<file path="config.mk">
export PLATFORM = sky130hd
export DESIGN_NAME = multicycle_control
export DESIGN_NICKNAME = d
export VERILOG_FILES = /design/src/rtl/multicycle_control.sv
export SDC_FILE = /design/constraint.sdc
export NUM_CORES = 1
export LEC_CHECK = 0
export CORE_UTILIZATION = 35
export DETAILED_ROUTE_END_ITERATION = 8
export GPL_TIMING_DRIVEN = 0
export PLACE_DENSITY = 0.7
export REMOVE_ABC_BUFFERS = 1
export SETUP_SLACK_MARGIN = 0.3
export SLEW_MARGIN = 0
export SYNTH_ARGS = -nofsm -noshare
export SYNTH_HDL_FRONTEND = slang
export SYNTH_SLANG_ARGS = --single-unit
</file>
<file path="constraint.sdc">
create_clock -name clk -period 2.2 [get_ports clk]
set_clock_uncertainty 0.2 [all_clocks]
set_input_delay 0.22 -clock clk [delete_from_list [all_inputs] [get_ports clk]]
set_output_delay 0.22 -clock clk [all_outputs]
set_load 0.05 [all_outputs]
</file>
<file path="src/rtl/multicycle_control.sv">
// multicycle_control: multicycle RV32 subset control FSM with memory handshake and trap handling
module multicycle_control #(
  parameter int MEM_HANDSHAKE = 1,
  parameter int TRAP_EN       = 1
) (
  input  logic       clk,
  input  logic       rst,
  input  logic [6:0] op,
  input  logic [2:0] funct3,
  input  logic       funct7,
  input  logic       Zero,
  input  logic       Lt,
  input  logic       Ltu,
  input  logic       mem_ready,
  output logic       PCWrite,
  output logic       IRWrite,
  output logic       RegWrite,
  output logic       MemWrite,
  output logic       MemRead,
  output logic       AdrSrc,
  output logic [1:0] ALUSrcA,
  output logic [1:0] ALUSrcB,
  output logic [1:0] ResultSrc,
  output logic [2:0] ImmSrc,
  output logic [3:0] ALUControl,
  output logic       AddrMode,
  output logic       illegal,
  output logic       instr_done
);
  localparam logic [3:0] S_FETCH    = 4'd0;
  localparam logic [3:0] S_DECODE   = 4'd1;
  localparam logic [3:0] S_MEMADR   = 4'd2;
  localparam logic [3:0] S_MEMREAD  = 4'd3;
  localparam logic [3:0] S_MEMWB    = 4'd4;
  localparam logic [3:0] S_MEMWRITE = 4'd5;
  localparam logic [3:0] S_EXECR    = 4'd6;
  localparam logic [3:0] S_EXECI    = 4'd7;
  localparam logic [3:0] S_ALUWB    = 4'd8;
  localparam logic [3:0] S_BRANCH   = 4'd9;
  localparam logic [3:0] S_JALR     = 4'd10;
  localparam logic [3:0] S_JUMP     = 4'd11;
  localparam logic [3:0] S_LUI      = 4'd12;
  localparam logic [3:0] S_TRAP     = 4'd13;

  localparam logic [6:0] OP_LOAD   = 7'b0000011;
  localparam logic [6:0] OP_STORE  = 7'b0100011;
  localparam logic [6:0] OP_R      = 7'b0110011;
  localparam logic [6:0] OP_I      = 7'b0010011;
  localparam logic [6:0] OP_BRANCH = 7'b1100011;
  localparam logic [6:0] OP_JAL    = 7'b1101111;
  localparam logic [6:0] OP_JALR   = 7'b1100111;
  localparam logic [6:0] OP_LUI    = 7'b0110111;

  logic [3:0] r_state;
  logic [3:0] w_next;
  logic [3:0] w_dec_next;
  logic [3:0] w_alu_fn;
  logic       r_illegal;
  logic       w_ready;
  logic       w_bad;
  logic       w_take;
  logic       w_trap_en;
  logic       w_pcw, w_irw, w_rw, w_mw, w_mr, w_done;

  assign w_ready   = (MEM_HANDSHAKE == 0) || mem_ready;
  assign w_trap_en = (TRAP_EN != 0);
  assign w_take    = (funct3[2] ? (funct3[1] ? Ltu : Lt) : Zero) ^ funct3[0];

  // Opcode dispatch out of DECODE; unknown opcodes and unsupported widths/conditions are flagged bad
  always_comb begin
    w_dec_next = S_FETCH;
    w_bad      = 1'b0;
    case (op)
      OP_LOAD:   begin w_dec_next = S_MEMADR; w_bad = !(funct3 == 3'b010 || funct3 == 3'b100); end
      OP_STORE:  begin w_dec_next = S_MEMADR; w_bad = !(funct3 == 3'b010 || funct3 == 3'b000); end
      OP_R:      w_dec_next = S_EXECR;
      OP_I:      w_dec_next = S_EXECI;
      OP_BRANCH: begin w_dec_next = S_BRANCH; w_bad = (funct3[2:1] == 2'b01); end
      OP_JAL:    w_dec_next = S_JUMP;
      OP_JALR:   w_dec_next = S_JALR;
      OP_LUI:    w_dec_next = S_LUI;
      default:   w_bad = 1'b1;
    endcase
  end

  // ALU operation for register and immediate arithmetic; only R-type can request subtract
  always_comb begin
    w_alu_fn = 4'b0000;
    case (funct3)
      3'b000:  w_alu_fn = (op == OP_R && funct7) ? 4'b0001 : 4'b0000;
      3'b001:  w_alu_fn = 4'b0101;
      3'b010:  w_alu_fn = 4'b1000;
      3'b011:  w_alu_fn = 4'b1001;
      3'b100:  w_alu_fn = 4'b0100;
      3'b101:  w_alu_fn = funct7 ? 4'b0110 : 4'b0111;
      3'b110:  w_alu_fn = 4'b0011;
      default: w_alu_fn = 4'b0010;
    endcase
  end

  // Immediate format follows the opcode regardless of state
  always_comb begin
    ImmSrc = 3'b000;
    case (op)
      OP_STORE:  ImmSrc = 3'b001;
      OP_BRANCH: ImmSrc = 3'b010;
      OP_LUI:    ImmSrc = 3'b011;
      OP_JAL:    ImmSrc = 3'b100;
      default:   ImmSrc = 3'b000;
    endcase
  end

  // Next state and per-state datapath controls; enables are gated by reset afterwards
  always_comb begin
    w_next     = r_state;
    w_pcw      = 1'b0;
    w_irw      = 1'b0;
    w_rw       = 1'b0;
    w_mw       = 1'b0;
    w_mr       = 1'b0;
    w_done     = 1'b0;
    AdrSrc     = 1'b0;
    ALUSrcA    = 2'b00;
    ALUSrcB    = 2'b00;
    ResultSrc  = 2'b00;
    ALUControl = 4'b0000;
    AddrMode   = 1'b0;
    case (r_state)
      S_FETCH: begin
        w_mr      = 1'b1;
        w_irw     = w_ready;
        w_pcw     = w_ready;
        ALUSrcB   = 2'b10;
        ResultSrc = 2'b10;
        w_next    = w_ready ? S_DECODE : S_FETCH;
      end
      S_DECODE: begin
        ALUSrcA = 2'b01;
        ALUSrcB = 2'b01;
        w_done  = w_bad && !w_trap_en;
        w_next  = !w_bad ? w_dec_next : (w_trap_en ? S_TRAP : S_FETCH);
      end
      S_MEMADR: begin
        ALUSrcA  = 2'b10;
        ALUSrcB  = 2'b01;
        AddrMode = (funct3 != 3'b010);
        w_next   = (op == OP_STORE) ? S_MEMWRITE : S_MEMREAD;
      end
      S_MEMREAD: begin
        AdrSrc   = 1'b1;
        w_mr     = 1'b1;
        AddrMode = (funct3 != 3'b010);
        w_next   = w_ready ? S_MEMWB : S_MEMREAD;
      end
      S_MEMWB: begin
        ResultSrc = 2'b01;
        w_rw      = 1'b1;
        w_done    = 1'b1;
        AddrMode  = (funct3 != 3'b010);
        w_next    = S_FETCH;
      end
      S_MEMWRITE: begin
        AdrSrc   = 1'b1;
        w_mw     = 1'b1;
        w_done   = w_ready;
        AddrMode = (funct3 != 3'b010);
        w_next   = w_ready ? S_FETCH : S_MEMWRITE;
      end
      S_EXECR: begin
        ALUSrcA    = 2'b10;
        ALUControl = w_alu_fn;
        w_next     = S_ALUWB;
      end
      S_EXECI: begin
        ALUSrcA    = 2'b10;
        ALUSrcB    = 2'b01;
        ALUControl = w_alu_fn;
        w_next     = S_ALUWB;
      end
      S_ALUWB: begin
        w_rw   = 1'b1;
        w_done = 1'b1;
        w_next = S_FETCH;
      end
      S_BRANCH: begin
        ALUSrcA    = 2'b10;
        ALUControl = 4'b0001;
        w_pcw      = w_take;
        w_done     = 1'b1;
        w_next     = S_FETCH;
      end
      S_JALR: begin
        ALUSrcA = 2'b10;
        ALUSrcB = 2'b01;
        w_next  = S_JUMP;
      end
      S_JUMP: begin
        ALUSrcA = 2'b01;
        ALUSrcB = 2'b10;
        w_pcw   = 1'b1;
        w_next  = S_ALUWB;
      end
      S_LUI: begin
        ResultSrc = 2'b11;
        w_rw      = 1'b1;
        w_done    = 1'b1;
        w_next    = S_FETCH;
      end
      S_TRAP:  w_next = S_TRAP;
      default: w_next = S_FETCH;
    endcase
  end

  assign PCWrite    = w_pcw  && !rst;
  assign IRWrite    = w_irw  && !rst;
  assign RegWrite   = w_rw   && !rst;
  assign MemWrite   = w_mw   && !rst;
  assign MemRead    = w_mr   && !rst;
  assign instr_done = w_done && !rst;
  assign illegal    = r_illegal;

  // State register; the illegal flag latches on entry to TRAP and only reset clears it
  always_ff @(posedge clk) begin
    if (rst) begin
      r_state   <= S_FETCH;
      r_illegal <= 1'b0;
    end else begin
      r_state   <= w_next;
      r_illegal <= r_illegal || (r_state == S_DECODE && w_bad && w_trap_en);
    end
  end
endmodule

</file>
After elaboration in Yosys (flattened, before gate mapping)
Cells that the tools add are included.
Widths: inputs -> output; s select.

operators by class
  bitwise gates (word level) = 1
  equal/unequal tests = 29
  muxes and demuxes = 26
  reductions and logical operators = 29

operators by type and width
  kind                number
  $pmux 4 s7          2
  $pmux 4 s8          1
  $eq 4x4->1 const B  6
  $eq 7x6->1 const B  3
  $eq 7x7->1 const B  3
  $eq 4x3->1 const B  4
  $pmux 3 s4          1
  $reduce_or 2->1     6
  $reduce_or 4->1     3
  $mux 1              11
  $reduce_or 5->1     2
  $eq 3x3->1 const B  3
  $mux 3              3
  $eq 4x2->1 const B  2
  $logic_and 1x1->1   8
  $pmux 2 s2          2
  $pmux 4 s2          1
  $eq 7x2->1 const B  1
  $eq 7x5->1 const B  1
  $eq 3x2->1 const B  2
  $pmux 2 s3          1
  $reduce_or 3->1     2
  $eq 4x1->1 const B  1
  $logic_not 4->1     1
  other kinds (11)    15

word-level totals
  bits in registers = 5
  input port bits = 17
  output and inout bits = 22

Logic depth before layout (Yosys ltp)
  word-level depth = 6
  gate-level depth with buffers = 6
  depth with buffers taken out = 5

Least setup slack after synthesis
OpenSTA, ideal clock, no wires.

  kind = register to output
  start point = register r_state[0]
  end point = output IRWrite
  buffers on the path = 2
  cell stages (with the launch flop) = 4
  data arrival time = 2,266 ps
  setup slack = -486 ps
  path through = dfxtp_1 clkbuf_1 clkbuf_1 nor4_1

on the way
  longest elaborated chain between the ends = 3

RTL lines
  item                      line  source
  start: declaration        54    logic [3:0] r_state;
  start signal: assignment  228   r_state <= w_next;
  $logic_not 4->1           128   case (r_state)
  $mux 1                    128
  $logic_and 1x1->1         215   assign IRWrite = w_irw && !rst;
  end: declaration          16    output logic IRWrite,

Every way passes these cells.

Worst setup path in the final report
  start point = register r_state[1]
  end point = output PCWrite

on the way
  longest elaborated chain between the ends = 3

RTL lines
  item                                                  line  source
  $eq 4x4->1 / $logic_not 4->1 (equally long branches)  128
  $pmux 1 s3 (*)                                        128
  $logic_and 1x1->1 (*)                                 214   assign PCWrite = w_pcw && !rst;
  end: declaration                                      15    output logic PCWrite,

Mark *: on every way between the ends. The rest lies on a longest branch, timed or not.

==> impl_metrics.csv <==
group,metric,value,unit
setup_path,slowest_stage,"dfxtp_4",
floorplanning,dieWidth,51.74,um
final_layout,final_common_cell,"buf_4",
setup_path,critPathKind,"register to output pin",
worst_hold_path,holdCritPathClass,"primary input to register",
place,io_buffers,38,
clocking,htree_levels,1,
run,drv_cap,0,
floorplanning,ioPinCount,39,
worst_hold_path,holdPathEnd,"illegal",
timing,fmaxAchievable,0.5243,GHz
place,place_ws,-856.0,ps
routing,vias_per_cell,5.590,
synthesis,synth_area_per_cell,6.320,um2
clocking,cts.path.max_buffers,2,
setup_path,crit_path_end_kind,"output pin",
global_route,grt_overflow,0,
global_route,grt_max_degree,25,
synthesis,ys.flop_type,"dfxtp_1",
setup_path,worstPathMaxFanout,7,
worst_hold_path,min-delay-start,"rst",
floorplanning,fp.dieH,51.74,um
place,place_hpwl,1.711,mm
timing,worst_hold_slack,188.9,ps
final_layout,multiInputGateArea,752.0,um2
synthesis,ys_top_cells_by_area,"dfxtp_1, a21oi_1, nand2_1",
global_route,grt_pass1_wl,4.174,mm
power_and_ir_drop,powerDensity,675.1,mW/mm2
routing,drtAntennaViolNets,0,
setup_path,crit_chain,"buf_6, or3_4, a211oi_2, buf_6",
setup_path,crit_family,"flip-flops",
routing,drc,0,
final_layout,fin_util,61.08,%
timing,finalCritPeriodShare,86.69,%
clocking,clk_latency,240,ps
synthesis,synth_edf_count,0,
synthesis,synth_top_area_share,11.56,%
timing,relSlewSlack,66.93,%
timing,hold_violations,0,
power_and_ir_drop,ir_worst_vdd,0.0005162,V
synthesis,yosys_warnings,0,
worst_hold_path,hold_depth,2,
timing,tns,0,ps
place,gp_congestion,0.8768,
final_layout,final_cells,210,
timing,period_needed,1907,ps
synthesis,synthCells,137,
clocking,cts_tree,"built",
synthesis,post_synth_num_cell_types,44,
setup_path,path_common_cell,"buf_6",
synthesis,syn_area,865.8,um2
setup_path,path_buf_inv,2,
setup_path,r2r_end,"r_state[1]",
place,place_inst,190,
power_and_ir_drop,p_leak,0.6013,nW
routing,routedWlPerCell,13.20,um
floorplanning,initial_utilization,38.04,%
final_layout,drive_gt1_share,38.46,%
setup_path,max_stage_delay,360,ps
final_layout,regArea,115.1,um2
clocking,clock-sinks,5,
routing,vias,1174,
setup_path,r2r_slack,380,ps
final_layout,antennaDiodeCount,0,
routing,drt-total-wl,2.773,mm
floorplanning,rows,17,
timing,setup_ws,292.8,ps
floorplanning,core,0.002276,mm2
timing,rsz0062_at_grt,"yes",
synthesis,synthArstFlopShare,0,%
clocking,clockRootBuffer,"clkbuf_4",
final_layout,fill_cells,232,
timing,maxSlewViolCount,0,
clocking,ctsHoldBuffers,0,
final_layout,area_growth,60.55,%
timing,worstMarginPinSlew,494.5,ps
setup_path,arrival,1490,ps
run_status,status,"complete, no violations",
clocking,path_clk_slew,50,ps
setup_path,start_kind,"register",
final_layout,mostFrequentLayoutCells,"buf_4, a21oi_1, nand2_1, nor2_1, buf_2",
floorplanning,die-area,0.002677,mm2
final_layout,nets,200,
setup_path,crit_required,1780,ps
setup_path,rr_startpoint,"r_state[3]",
synthesis,synth_top_area_cell,"dfxtp_1",
timing,setup_viol,0,
global_route,grt_usage,20.20,%
global_route,grt_pass1_vias,971,
synthesis,ys_ff_latch,5,
setup_path,r2r_cells,5,
synthesis,seq_area_frac_synth,11.56,%
routing,drt_iter0_markers,20,
global_route,antenna_found_initial,0,
clocking,numCtsBuffers,3,
routing,dr.pass1.iters,6,
final cells by class:
class | instances | area share (%)
Sequential cell | 5 | 8.281
Timing Repair Buffer | 54 | 31.86
Tap cell | 28 | 2.520
Multi-Input combinational cell | 114 | 54.10
Clock buffer | 4 | 1.890
Inverter | 5 | 1.350
metrics by stage:
stage	total power, W	area [um2]
floorplan	0.0005669	802.0
global route	0.001004	1390
global placement	0.0007736	1217
detailed placement	0.0007785	1217
CTS	0.0008877	1254
finish	0.0009385	1390
routing by layer:
layer	wire length (um)	global-route usage (%)
met2	1394	36.36
met5	0	0
met1	1210	25.22
met4	23	4.505
met3	145	2.632
cells in the mapped netlist (4+ instances only):
cell,instances
a21oi_1,12
nand2_1,12
nor2_1,11
nand3_1,7
nor3_1,7
o21ai_0,7
clkbuf_1,6
dfxtp_1,5
nand2b_1,5
nor3b_1,5
nor4_1,5
inv_1,4
nor2b_1,4
sequential cells by signal, indices dropped and copies added (netlist names):
| register | count |
|---|---|
| illegal | 1 |
| r_state | 4 |
worst reg2reg max path, cell delays in order (launching register included):
cell and delay (ps):
dfxtp_4 360, clkbuf_2 150, buf_4 160, nor3_2 260
or4b_1 470, a21oi_1 150
where the power goes:
group	switching (W)	internal [W]	total [W]
Combinational	0.000420	0.000244	0.000664
Clock	0.0000376	0.0000686	0.000106
Sequential	0.0000546	0.000114	0.000168
Total	0.000513	0.000426	0.000938
what timing repair did:
| item | in CTS | in global routing |
|---|---|---|
| resized for setup | 157 | 57 |
| setup endpoints to repair | 25 | 17 |
| cloned | 0 | 0 |
| pin swaps | 4 | 7 |
| setup buffers | 7 | 9 |
logic make-up after synthesis:
logic type / Yosys count / synth area share, %
AO/OA/AOI/OAI: 40 / 29.34
flip-flops: 5 / 11.56
multiplexers: 2 / 2.312
buffers and inverters: 18 / 9.537
AND/OR/NAND/NOR: 69 / 44.22
XOR/XNOR: 3 / 3.035
how the worst max path moves through the flow:
stage | slack, ps | end | cells past startpoint | from
floorplan | -420 | ResultSrc[1] | 2 | r_state[3]
global placement | -840 | ALUControl[0] | 6 | op[4]
detailed placement | -860 | ALUControl[0] | 6 | op[4]
CTS | 220 | ALUControl[0] | 6 | op[3]
global route | 220 | PCWrite | 4 | r_state[3]
finish | 290 | PCWrite | 4 | r_state[1]
(Power assumes the default switching activity.)
